--- src/rtl/wb_pkg.sv ---
// Shared types and constants for the writeback stage: datapath sizes,
// load funct3 encodings and the result-source selector.
package wb_pkg;

  localparam int XLEN   = 32;
  localparam int NREG   = 16;
  localparam int ADDR_W = 5;
  localparam int IDX_W  = $clog2(NREG);

  localparam logic [2:0] LD_LB  = 3'b000;
  localparam logic [2:0] LD_LH  = 3'b001;
  localparam logic [2:0] LD_LW  = 3'b010;
  localparam logic [2:0] LD_LBU = 3'b100;
  localparam logic [2:0] LD_LHU = 3'b101;

  typedef enum logic {
    SRC_EXU,
    SRC_LSU
  } wb_src_e;

  // x0 is hardwired and indices past NREG do not exist, so neither can be written or tracked
  function automatic logic reg_legal(input logic [ADDR_W-1:0] idx);
    return (idx != '0) && (int'(idx) < NREG);
  endfunction

endpackage

--- src/rtl/load_extend.sv ---
// Combinational load formatter: picks the byte/half/word out of the aligned
// memory word, extends it to XLEN and flags misaligned or unknown load types.
module load_extend
  import wb_pkg::*;
(
  input  logic [2:0]      funct3,
  input  logic [1:0]      off,
  input  logic [XLEN-1:0] rdata,
  output logic [XLEN-1:0] ext_data,
  output logic            misalign,
  output logic            illegal
);

  logic [7:0]  byte_v;
  logic [15:0] half_v;

  always_comb begin
    case (off)
      2'd1:    byte_v = rdata[15:8];
      2'd2:    byte_v = rdata[23:16];
      2'd3:    byte_v = rdata[31:24];
      default: byte_v = rdata[7:0];
    endcase
    half_v = off[1] ? rdata[31:16] : rdata[15:0];
  end

  always_comb begin
    ext_data = '0;
    misalign = 1'b0;
    illegal  = 1'b0;
    case (funct3)
      LD_LB:  ext_data = {{(XLEN-8){byte_v[7]}}, byte_v};
      LD_LBU: ext_data = {{(XLEN-8){1'b0}}, byte_v};
      LD_LH: begin
        ext_data = {{(XLEN-16){half_v[15]}}, half_v};
        misalign = off[0];
      end
      LD_LHU: begin
        ext_data = {{(XLEN-16){1'b0}}, half_v};
        misalign = off[0];
      end
      LD_LW: begin
        ext_data = rdata;
        misalign = (off != 2'b00);
      end
      default: illegal = 1'b1;
    endcase
  end

endmodule

--- src/rtl/wb_arbiter.sv ---
// Writeback arbiter: merges LSU and EXU results onto the single register file
// write port and keeps the per-register busy scoreboard for issue stalls.
module wb_arbiter
  import wb_pkg::*;
(
  input  logic              clk,
  input  logic              rst,
  input  logic              exu_valid,
  output logic              exu_ready,
  input  logic [ADDR_W-1:0] exu_rd,
  input  logic [XLEN-1:0]   exu_data,
  input  logic              lsu_valid,
  output logic              lsu_ready,
  input  logic [ADDR_W-1:0] lsu_rd,
  input  logic [2:0]        lsu_funct3,
  input  logic [1:0]        lsu_off,
  input  logic [XLEN-1:0]   lsu_rdata,
  output logic              lsu_err,
  input  logic              iss_valid,
  input  logic [ADDR_W-1:0] iss_rd,
  input  logic [ADDR_W-1:0] rs1_addr,
  input  logic [ADDR_W-1:0] rs2_addr,
  output logic              rs1_busy,
  output logic              rs2_busy,
  output logic              rd_busy,
  output logic              rd_wen,
  output logic [ADDR_W-1:0] rd_addr,
  output logic [XLEN-1:0]   rd_data
);

  logic              rd_wen_q,  rd_wen_d;
  logic [ADDR_W-1:0] rd_addr_q, rd_addr_d;
  logic [XLEN-1:0]   rd_data_q, rd_data_d;
  logic              lsu_err_q, lsu_err_d;
  logic [NREG-1:0]   busy_q,    busy_d;

  wb_src_e         src;
  logic [XLEN-1:0] ld_data;
  logic            ld_misalign;
  logic            ld_illegal;

  load_extend u_load_extend (
    .funct3   (lsu_funct3),
    .off      (lsu_off),
    .rdata    (lsu_rdata),
    .ext_data (ld_data),
    .misalign (ld_misalign),
    .illegal  (ld_illegal)
  );

  // Loads are older than anything the EXU holds, so the LSU always wins
  assign lsu_ready = 1'b1;
  assign exu_ready = !lsu_valid;

  always_comb begin
    src       = lsu_valid ? SRC_LSU : SRC_EXU;
    rd_wen_d  = 1'b0;
    rd_addr_d = rd_addr_q;
    rd_data_d = rd_data_q;
    lsu_err_d = 1'b0;
    if (src == SRC_LSU) begin
      if (ld_illegal || ld_misalign) begin
        lsu_err_d = 1'b1;
      end else if (reg_legal(lsu_rd)) begin
        rd_wen_d  = 1'b1;
        rd_addr_d = lsu_rd;
        rd_data_d = ld_data;
      end
    end else if (exu_valid && reg_legal(exu_rd)) begin
      rd_wen_d  = 1'b1;
      rd_addr_d = exu_rd;
      rd_data_d = exu_data;
    end
  end

  // Clear first so a fresh reservation on the write edge survives
  always_comb begin
    busy_d = busy_q;
    if (rd_wen_q) begin
      busy_d[rd_addr_q[IDX_W-1:0]] = 1'b0;
    end
    if (iss_valid && reg_legal(iss_rd)) begin
      busy_d[iss_rd[IDX_W-1:0]] = 1'b1;
    end
  end

  always_ff @(posedge clk) begin
    if (rst) begin
      rd_wen_q  <= 1'b0;
      rd_addr_q <= '0;
      rd_data_q <= '0;
      lsu_err_q <= 1'b0;
      busy_q    <= '0;
    end else begin
      rd_wen_q  <= rd_wen_d;
      rd_addr_q <= rd_addr_d;
      rd_data_q <= rd_data_d;
      lsu_err_q <= lsu_err_d;
      busy_q    <= busy_d;
    end
  end

  assign rd_wen  = rd_wen_q;
  assign rd_addr = rd_addr_q;
  assign rd_data = rd_data_q;
  assign lsu_err = lsu_err_q;

  assign rs1_busy = reg_legal(rs1_addr) && busy_q[rs1_addr[IDX_W-1:0]];
  assign rs2_busy = reg_legal(rs2_addr) && busy_q[rs2_addr[IDX_W-1:0]];
  assign rd_busy  = reg_legal(iss_rd)   && busy_q[iss_rd[IDX_W-1:0]];

endmodule
--- config.mk ---
export PLATFORM = sky130hd
export DESIGN_NAME = wb_arbiter
export DESIGN_NICKNAME = d
export VERILOG_FILES = /design/src/rtl/wb_pkg.sv /design/src/rtl/load_extend.sv /design/src/rtl/wb_arbiter.sv
export SDC_FILE = /design/constraint.sdc
export NUM_CORES = 1
export LEC_CHECK = 0
export BUFFER_PORTS_ARGS = -buffer_cell sky130_fd_sc_hd__buf_2
export CORE_UTILIZATION = 49
export CTS_CLUSTER_DIAMETER = 30
export DETAILED_ROUTE_END_ITERATION = 16
export GPL_TIMING_DRIVEN = 0
export PLACE_DENSITY_LB_ADDON = 0.15
export SETUP_SLACK_MARGIN = 0.1
export SLEW_MARGIN = 0
export SYNTH_ARGS = -nofsm -noshare
export SYNTH_HDL_FRONTEND = slang
export SYNTH_HIERARCHICAL = 1
export SYNTH_SLANG_ARGS = --single-unit
--- constraint.sdc ---
create_clock -name clk -period 3.3 [get_ports clk]
set_clock_uncertainty 0.1 [all_clocks]
set_input_delay 0.33 -clock clk [delete_from_list [all_inputs] [get_ports clk]]
set_output_delay 0.33 -clock clk [all_outputs]
set_load 0.005 [all_outputs]
==> impl_metrics.ini, run 1 <==
[grt]
grtUsageMet3 = 0.0494
antenna_found_initial = 0
global_route.usage.met2 = 0.425
grt_max_degree = 16
grt_use_total = 0.267
grt.busiest_layer = met2
grt_pass1_vias = 3270
grt_pass1_wl_um = 16100
grt_overflow = 0
grtUsageMet1 = 0.372

[setup_path]
reg2reg_slack_ns = 1.72
reg2regPathDepth = 4
crit-reg2reg-launch = rd_wen
cp_data_required_time_ns = 3.45
setup.worst_path.end_class = flip-flop
path_class = in -> reg
arrival_ns = 2.60
r2r-end = busy_q[12]
start_kind = input port
cp_max_fo = 10

[cts]
cts.repair.resized = 0
htree_levels = 2
clkTransAtPathRegs_ns = 0.10
cts_tree = done
cts_setup_buffers = 0
postCtsHoldBufs = 0
cts_buffer_depth = 2
clock_sinks = 55
root_buffer = clkbuf_8
cts_buffers = 5
clock_latency_ns = 0.31

[die]
core_mm2 = 0.00725
rows = 31
start_util = 0.508
pin_count = 143
die_h_um = 88.7
dieArea_mm2 = 0.00787
die_w_um = 88.7

[pwr]
power_switching_uw = 442
combPwrFrac = 0.263
p_leak_uw = 0.00204
p_int_uw = 1010
clkPwrFrac = 0.250
power_density_mw_per_mm2 = 317
ir_worst_vdd_v = 0.000161
pwr-share-seq = 0.487
p_sw_frac = 0.304

[logic_synthesis]
synth_edf_count = 0
syn-num-nets = 499
netlist_instances = 400
synth_seq_cells = 55
synth-main-ff-cell = dfxtp_1
syn_area_per_cell_um2 = 9.21
ys_warn_count = 6
synth_cell_types = 41
async_reset_ff_frac = 0
yosysSeqAreaShare = 0.299
synth_area_mm2 = 0.00368

[placed_design]
port_buffers = 138
post-place-ws_ns = 0.581
place_inst = 637
hpwl_um = 8400
gp_congestion = 0.935

[worst_hold_path]
min-delay-start = exu_data[11]
min_path_type = in -> reg
holdPathStages = 3
hold_path_end = rd_data[11]

[finish]
num-fill-cells = 656
drive_gt1_frac = 0.428
layout.cells.non_filler = 643
area_growth_pct = 24.2
finish.utilization = 0.631
ff_latch_area_mm2 = 0.00110
multiInputGateArea_mm2 = 0.00236
diodes = 0
layout_common_cells = 144 x buf_2, 66 x nand2_1, 55 x dfxtp_1, 46 x mux2i_1, 37 x o21ai_0
final_common_cell = buf_2
nNetsFinal = 644

[timing]
drv_slew = 0
final.setup.tns_ns = 0
setup_viol = 0
hold_viol_final = 0
max-slew-margin-rel = 0.504
fmax_mhz = 409
rsz0062_at_grt = false
post-route-min-period_ns = 2.44
fin_crit_sh = 0.741
worst_pin_slew_ns = 0.744
layout_setup_ws_ns = 0.855

[routing]
wl_per_cell_um = 16.2
drt-pass1-iter-count = 5
totalWireLength_um = 10400
drt_iter0_drc = 218
antenna_left = 0
avgViaCountPerCell = 5.58
via_count = 3587
drc_errors = 0

[run]
maxCapViolations = 0

[outcome]
outcome = complete, no violations
[metrics by stage]
step                      total power [µW]  hold WS [ns]  cell area [µm²]
final                                 1450         0.177             4580
after global routing                  1530         0.179             4580
after CTS                             1460         0.174             4580
after detailed placement              1100         0.340             4500
after global placement                1090         0.331             4500
after floorplan                        950         0.307             3680
[critical path, stage by stage]
cell      delay (ns)
buf_2           0.10
buf_4           0.15
nor3b_2         0.51
buf_4           0.28
o21ai_0         0.10
nand2_1         0.13
nor4b_4         0.08
a221oi_4        0.56
buf_6           0.23
nand2_1         0.07
o21ai_2         0.05
[cell usage after synthesis, types with 3 or more instances]
master / number / area share
a211oi_1: 16 / 0.033
a21oi_1: 5 / 0.0068
a22oi_1: 10 / 0.020
buf_2: 6 / 0.0081
buf_4: 6 / 0.012
buf_6: 8 / 0.024
clkbuf_1: 11 / 0.011
dfxtp_1: 55 / 0.30
inv_1: 3 / 0.0031
mux2_2: 17 / 0.052
mux2i_1: 46 / 0.12
mux4_2: 10 / 0.061
nand2_1: 66 / 0.067
nand2b_1: 5 / 0.0085
nand3_1: 7 / 0.0095
nand3b_1: 10 / 0.020
nor2_1: 7 / 0.0071
nor2b_1: 5 / 0.0085
nor3b_1: 3 / 0.0061
o211ai_1: 10 / 0.020
o21ai_0: 37 / 0.050
o21ai_2: 30 / 0.071
o311ai_0: 3 / 0.0071
[kinds of logic (layout without fill, tap and decap cells)]
| kind of cell | count (synthesis) | after routing | synth area share |
|---|---|---|---|
| AOI/OAI and AO/OA | 117 | 117 | 0.234 |
| and+or+nand+nor | 117 | 117 | 0.160 |
| muxes | 75 | 75 | 0.246 |
| DFF | 55 | 55 | 0.299 |
| buffers and inverters | 35 | 179 | 0.0601 |
| other | 1 | 1 | 0.00102 |
[registers in the layout, indices dropped and copies added, names as in the netlist]
register  cells
busy_q       16
lsu_err       1
rd_addr       5
rd_data      32
rd_wen        1
[worst max path at each step]
stage                  startpoint     endpoint  slack [ns]
floorplan           lsu_funct3[2]  rd_data[10]        0.90
global placement    lsu_funct3[1]  rd_data[16]        0.64
detailed placement  lsu_funct3[1]  rd_data[16]        0.58
CTS                 lsu_funct3[1]  rd_data[28]        0.90
global route        lsu_funct3[1]  rd_data[16]        0.73
finish              lsu_funct3[1]  rd_data[21]        0.86
[final cells by class]
cell class / count / area share
clock inverters: 1 / 0.00164
multi-input cells: 310 / 0.516
well taps: 99 / 0.0271
clock buffers: 5 / 0.0150
repair buffers: 138 / 0.151
flip-flops and latches: 55 / 0.241
plain buffers: 31 / 0.0451
inverters: 4 / 0.00328
[routing by layer]
metal / up-vias / share of wire
met5: - / 0
met4: 0 / 0.017
met3: 14 / 0.078
met2: 157 / 0.44
met1: 1644 / 0.46
li1: 1772 / -
[power groups by stage]
stage               combinational, µW  sequential [µW]  clock (µW)
floorplan                         228              723           0
global placement                  372              722           0
detailed placement                379              723           0
CTS                               380              707         367
global route                      415              711         399
finish                            382              708         363
Power figures use the tool's default switching activity.
==> run 2, diff against run 1 <==
- ABC_AREA: not set -> 1
- clock period: 3.3 -> 2.51 ns (I/O delays scaled with it)
==> impl_metrics.ini, run 2 <==
[grt]
grt_use_total = 0.297
grt_max_degree = 20
grt_overflow = 0
grtUsageMet1 = 0.360
grt_pass1_vias = 4651
grtUsageMet3 = 0.0324
antenna_found_initial = 0
grt_pass1_wl_um = 20700
grt.busiest_layer = met2
global_route.usage.met2 = 0.536

[cts]
cts_setup_buffers = 0
postCtsHoldBufs = 0
cts_buffer_depth = 2
clock_latency_ns = 0.32
clock_sinks = 55
clkTransAtPathRegs_ns = 0.11
htree_levels = 2
cts.repair.resized = 0
root_buffer = clkbuf_8
cts_tree = done
cts_buffers = 5

[die]
pin_count = 143
die_w_um = 94.0
rows = 33
start_util = 0.505
die_h_um = 94.0
dieArea_mm2 = 0.00884
core_mm2 = 0.00822

[pwr]
p_leak_uw = 0.00298
ir_worst_vdd_v = 0.000237
power_density_mw_per_mm2 = 391

[placed_design]
port_buffers = 137
place_inst = 991
hpwl_um = 10400
gp_congestion = 0.945

[setup_path]
start_kind = input port
crit-reg2reg-launch = rd_addr[3]
cp_max_fo = 10
arrival_ns = 2.05
reg2reg_slack_ns = 1.21
reg2regPathDepth = 4
setup.worst_path.end_class = flip-flop
cp_data_required_time_ns = 2.67
path_class = in -> reg
r2r-end = busy_q[11]

[logic_synthesis]
yosysSeqAreaShare = 0.265
synth_cell_types = 29
netlist_instances = 749
async_reset_ff_frac = 0
yosysMostFrequentCell = nand2_1
synth_top_area_share = 0.366
synth_edf_count = 0
yosysTopAreaCell = nand2_1
synth_seq_cells = 55
ys_warn_count = 6
synth_area_leaders = nand2_1 37%, dfxtp_1 27%, nand3_1 7.7%, inv_1 5.4%, nand3_2 4.6%
synth_area_mm2 = 0.00415
synthTopCellsByCount = 404 x nand2_1, 64 x nand3_1, 60 x inv_1
syn-num-nets = 848
synth-main-ff-cell = dfxtp_1
syn_area_per_cell_um2 = 5.54

[worst_hold_path]
hold_path_end = busy_q[15]
holdPathStages = 2
min-delay-start = rst
min_path_type = in -> reg

[timing]
fmax_mhz = 531
worst_pin_slew_ns = 0.754
post-route-min-period_ns = 1.88
final.setup.tns_ns = 0
drv_slew = 0
hold_viol_final = 0
rsz0062_at_grt = false
fin_crit_sh = 0.751
setup_viol = 0
max-slew-margin-rel = 0.496

[routing]
drc_errors = 0
drt_iter0_drc = 230
avgViaCountPerCell = 5.00
drt-pass1-iter-count = 5
totalWireLength_um = 12600
wl_per_cell_um = 12.6
via_count = 4995
antenna_left = 0

[finish]
largest_reg_flops = 32
layout.cells.non_filler = 999
area_growth_pct = 22.0
num-fill-cells = 896
layout_common_cells = 404 x nand2_1, 150 x buf_2, 64 x nand3_1, 60 x inv_1, 55 x dfxtp_1
drive_gt1_frac = 0.229
diodes = 0
nNetsFinal = 992
final_common_cell = nand2_1

[outcome]
outcome = complete, no violations

[run]
maxCapViolations = 0
[run 2: cell types whose count changed after synthesis, moves of 9 or more]
cell	before	now
mux2_2	17	0
mux4_2	10	0
nand3_1	7	64
o21ai_2	30	1
o211ai_1	10	1
a211oi_1	16	0
inv_1	3	60
nand3_2	0	19
a21oi_1	5	17
nand2_1	66	404
mux2i_1	46	0
nor2_1	7	38
a22oi_1	10	1
nand3b_1	10	0
[run 2: final cells by class]
| cell class | instances | area, µm² | area share |
|---|---|---|---|
| multi-input combinational | 594 | 2560 | 0.505 |
| buffer | 36 | 246 | 0.0487 |
| timing repair buffer | 137 | 686 | 0.136 |
| inverter | 64 | 243 | 0.0480 |
| sequential | 55 | 1100 | 0.218 |
| clock buffer | 5 | 68.8 | 0.0136 |
| clock inverter | 3 | 26.3 | 0.00519 |
| tap | 105 | 131 | 0.0260 |
[run 2: power by group]
part | internal, µW | switching [µW] | total [µW]
combinational | 207 | 324 | 531
clock | 206 | 315 | 521
sequential | 905 | 22.9 | 928
total | 1320 | 662 | 1980
[run 2: cell families after synthesis]
logic type      Yosys count  share of synthesized area
simple gates            538                      0.547
buf+inv                 100                      0.118
compound gates           55                     0.0691
flops                    55                      0.265
other cells               1                   0.000904
[run 2: per-stage QoR]
step | hold slack [ns] | setup slack [ns] | util | power [µW] | area, µm²
after global routing | 0.149 | 0.430 | 0.616 | 2090 | 5060
after detailed placement | 0.331 | 0.310 | 0.604 | 1480 | 4960
after global placement | 0.327 | 0.335 | 0.604 | 1470 | 4960
after CTS | 0.152 | 0.629 | 0.616 | 1990 | 5060
after floorplan | 0.340 | 0.849 | - | 1270 | 4150
final | 0.146 | 0.626 | 0.616 | 1980 | 5060
[run 2: per-layer routing]
layer	wire, µm	vias up
met5	0	-
met4	328	0
met3	670	25
met2	6220	159
met1	5410	2212
li1	-	2599
[run 2: worst max-delay path by stage]
stage,end,slack (ns),start,depth (start not counted)
after floorplan,rd_data[16],0.85,lsu_funct3[1],12
after detailed placement,rd_data[14],0.31,lsu_funct3[0],12
final,rd_data[29],0.63,lsu_funct3[0],12
after global routing,rd_data[31],0.43,lsu_funct3[0],12
after CTS,rd_data[18],0.63,lsu_funct3[0],12
after global placement,rd_data[25],0.33,lsu_funct3[0],12
[run 2: worst max-delay path, cell delays in order]
cell and delay (ns):
buf_2 0.15, inv_2 0.05, nor2_1 0.57, nand2_1 0.10, nand2_1 0.10, nor2_1 0.08
nand3_2 0.09, nand2_2 0.08, nor2_4 0.22, buf_4 0.22, nand2_1 0.07, nand2_1 0.05
==> run 3, diff against run 2 <==
- clock period: 2.51 -> 2 ns (I/O delays scaled with it)
==> impl_metrics.ini, run 3 (synthesis gave the netlist of run 2 again) <==
[routing]
drt_iter0_drc = 205
wl_met2_um = 6250
wl_met1_um = 5450
wl_met3_um = 694
antenna_left = 0
totalWireLength_um = 12700
avgViaCountPerCell = 5.01
drc_errors = 0
top_layer = met4
drt-pass1-iter-count = 5
wl_per_cell_um = 12.7
via_count = 5026

[die]
die_w_um = 94.0
start_util = 0.505
rows = 33
dieArea_mm2 = 0.00884
die_h_um = 94.0
pin_count = 143
core_mm2 = 0.00822

[pwr]
p_leak_uw = 0.00300
power_density_mw_per_mm2 = 489
ir_worst_vdd_v = 0.000299

[run]
maxCapViolations = 0

[setup_path]
crit-reg2reg-launch = rd_addr[3]
setup.worst_path.end_class = output pin
cp_data_required_time_ns = 1.70
cp_top_family = flip-flops
crit_top_cell = nand3_1
startpoint = busy_q[12]
arrival_ns = 1.50
cp_slowest_stage_delay_ns = 0.41
start_kind = flip-flop
cp_cell_sequence = inv_1 > o21ai_0 > nand2_1 > nand3_1 > nand3_1 > a21oi_1 > buf_2
crit_buf_inv = 2
crit_slowest_cell = dfxtp_1
cp_max_fo = 3
reg2reg_slack_ns = 0.70
path_class = reg -> out

[finish]
num-fill-cells = 890
area_growth_pct = 23.1
layout.cells.non_filler = 1004
final_common_cell = nand2_1
drive_gt1_frac = 0.235
nNetsFinal = 997
diodes = 0
layout_common_cells = 404 x nand2_1, 149 x buf_2, 64 x nand3_1, 60 x inv_1, 55 x dfxtp_1
largest_reg_flops = 32

[worst_hold_path]
min-delay-start = rst
min_path_type = in -> reg

[timing]
final.setup.tns_ns = 0
hold_viol_final = 0
drv_slew = 0
fmax_mhz = 556
fin_crit_sh = 0.900
post-route-min-period_ns = 1.80
rsz0062_at_grt = false
setup_viol = 0

[grt]
grt_overflow = 0
grt_use_total = 0.297
antenna_found_initial = 0
grt_max_degree = 20
grt_pass1_wl_um = 20700
grt_pass1_vias = 4651

[placed_design]
port_buffers = 137
place_inst = 991
gp_congestion = 0.945
hpwl_um = 10400

[cts]
clkTransAtPathRegs_ns = 0.11
cts_buffer_depth = 2
cts_buffers = 5
root_buffer = clkbuf_8
clock_sinks = 55
cts_tree = done
clock_latency_ns = 0.32
htree_levels = 2

[outcome]
outcome = complete, no violations
==> run 3: cell count changes in the layout (fill, tap and decap cells not counted) <==
cell,delta
nor2_1,-1
buf_2,-1
buf_6,+1
nor2_2,+1
buf_4,+5
==> run 3: repair_timing <==
| action | in CTS | in global routing |
|---|---|---|
| hold buffers | 0 | 0 |
| endpoints found under the hold margin | 0 | 0 |
| setup buffers | 0 | 5 |
| resized for setup | 0 | 4 |
| endpoints found under the setup margin | 0 | 30 |
==> run 3: final timing paths <==
path / to / cells after the start
worst max-delay path: rs1_busy / 7
worst min-delay path: busy_q[15] / 2
worst max register to register: busy_q[11] / 4
worst min register to register: rd_data[6] / 2
==> run 3: routing by layer <==
layer | GRT usage | vias to the layer above
li1 | - | 2610
met1 | 0.360 | 2235
met2 | 0.536 | 157
met3 | 0.0324 | 24
met4 | 0.104 | 0
met5 | 0 | -
==> run 3: report_power, final <==
| group | leakage [µW] | internal [µW] | total [µW] | switching (µW) |
|---|---|---|---|---|
| clock | 0.0000491 | 259 | 656 | 397 |
| combinational | 0.00251 | 268 | 678 | 410 |
| sequential | 0.000446 | 1140 | 1160 | 28.8 |
==> run 3: through the flow <==
stage	cell area (µm²)	util	hold slack, ns	power (µW)	setup WS [ns]
2_1_floorplan	4150	-	0.296	1590	0.390
3_3_place_gp	4960	0.604	0.327	1840	-0.124
3_5_place_dp	4960	0.604	0.331	1850	-0.149
4_1_cts	5060	0.616	0.101	2500	0.170
5_1_grt	5110	0.621	0.0979	2640	0.0818
6_report	5110	0.621	0.103	2500	0.200
==> run 3: layout make-up <==
class | count | area (µm²) | share of cell area
Tap cell | 105 | 131 | 0.0257
Timing Repair Buffer | 142 | 723 | 0.142
Sequential cell | 55 | 1100 | 0.216
Multi-Input combinational cell | 594 | 2560 | 0.501
Clock buffer | 5 | 68.8 | 0.0135
Buffer | 36 | 253 | 0.0495
Clock inverter | 3 | 26.3 | 0.00515
Inverter | 64 | 243 | 0.0475
==> run 3: worst reg2reg max path: cells and delay by family, from the launching register on <==
kind,cells,cell delay [ns]
AOI/OAI and AO/OA,2,0.25
buffers and inverters,1,0.07
DFF,1,0.42
and+or+nand+nor,1,0.32
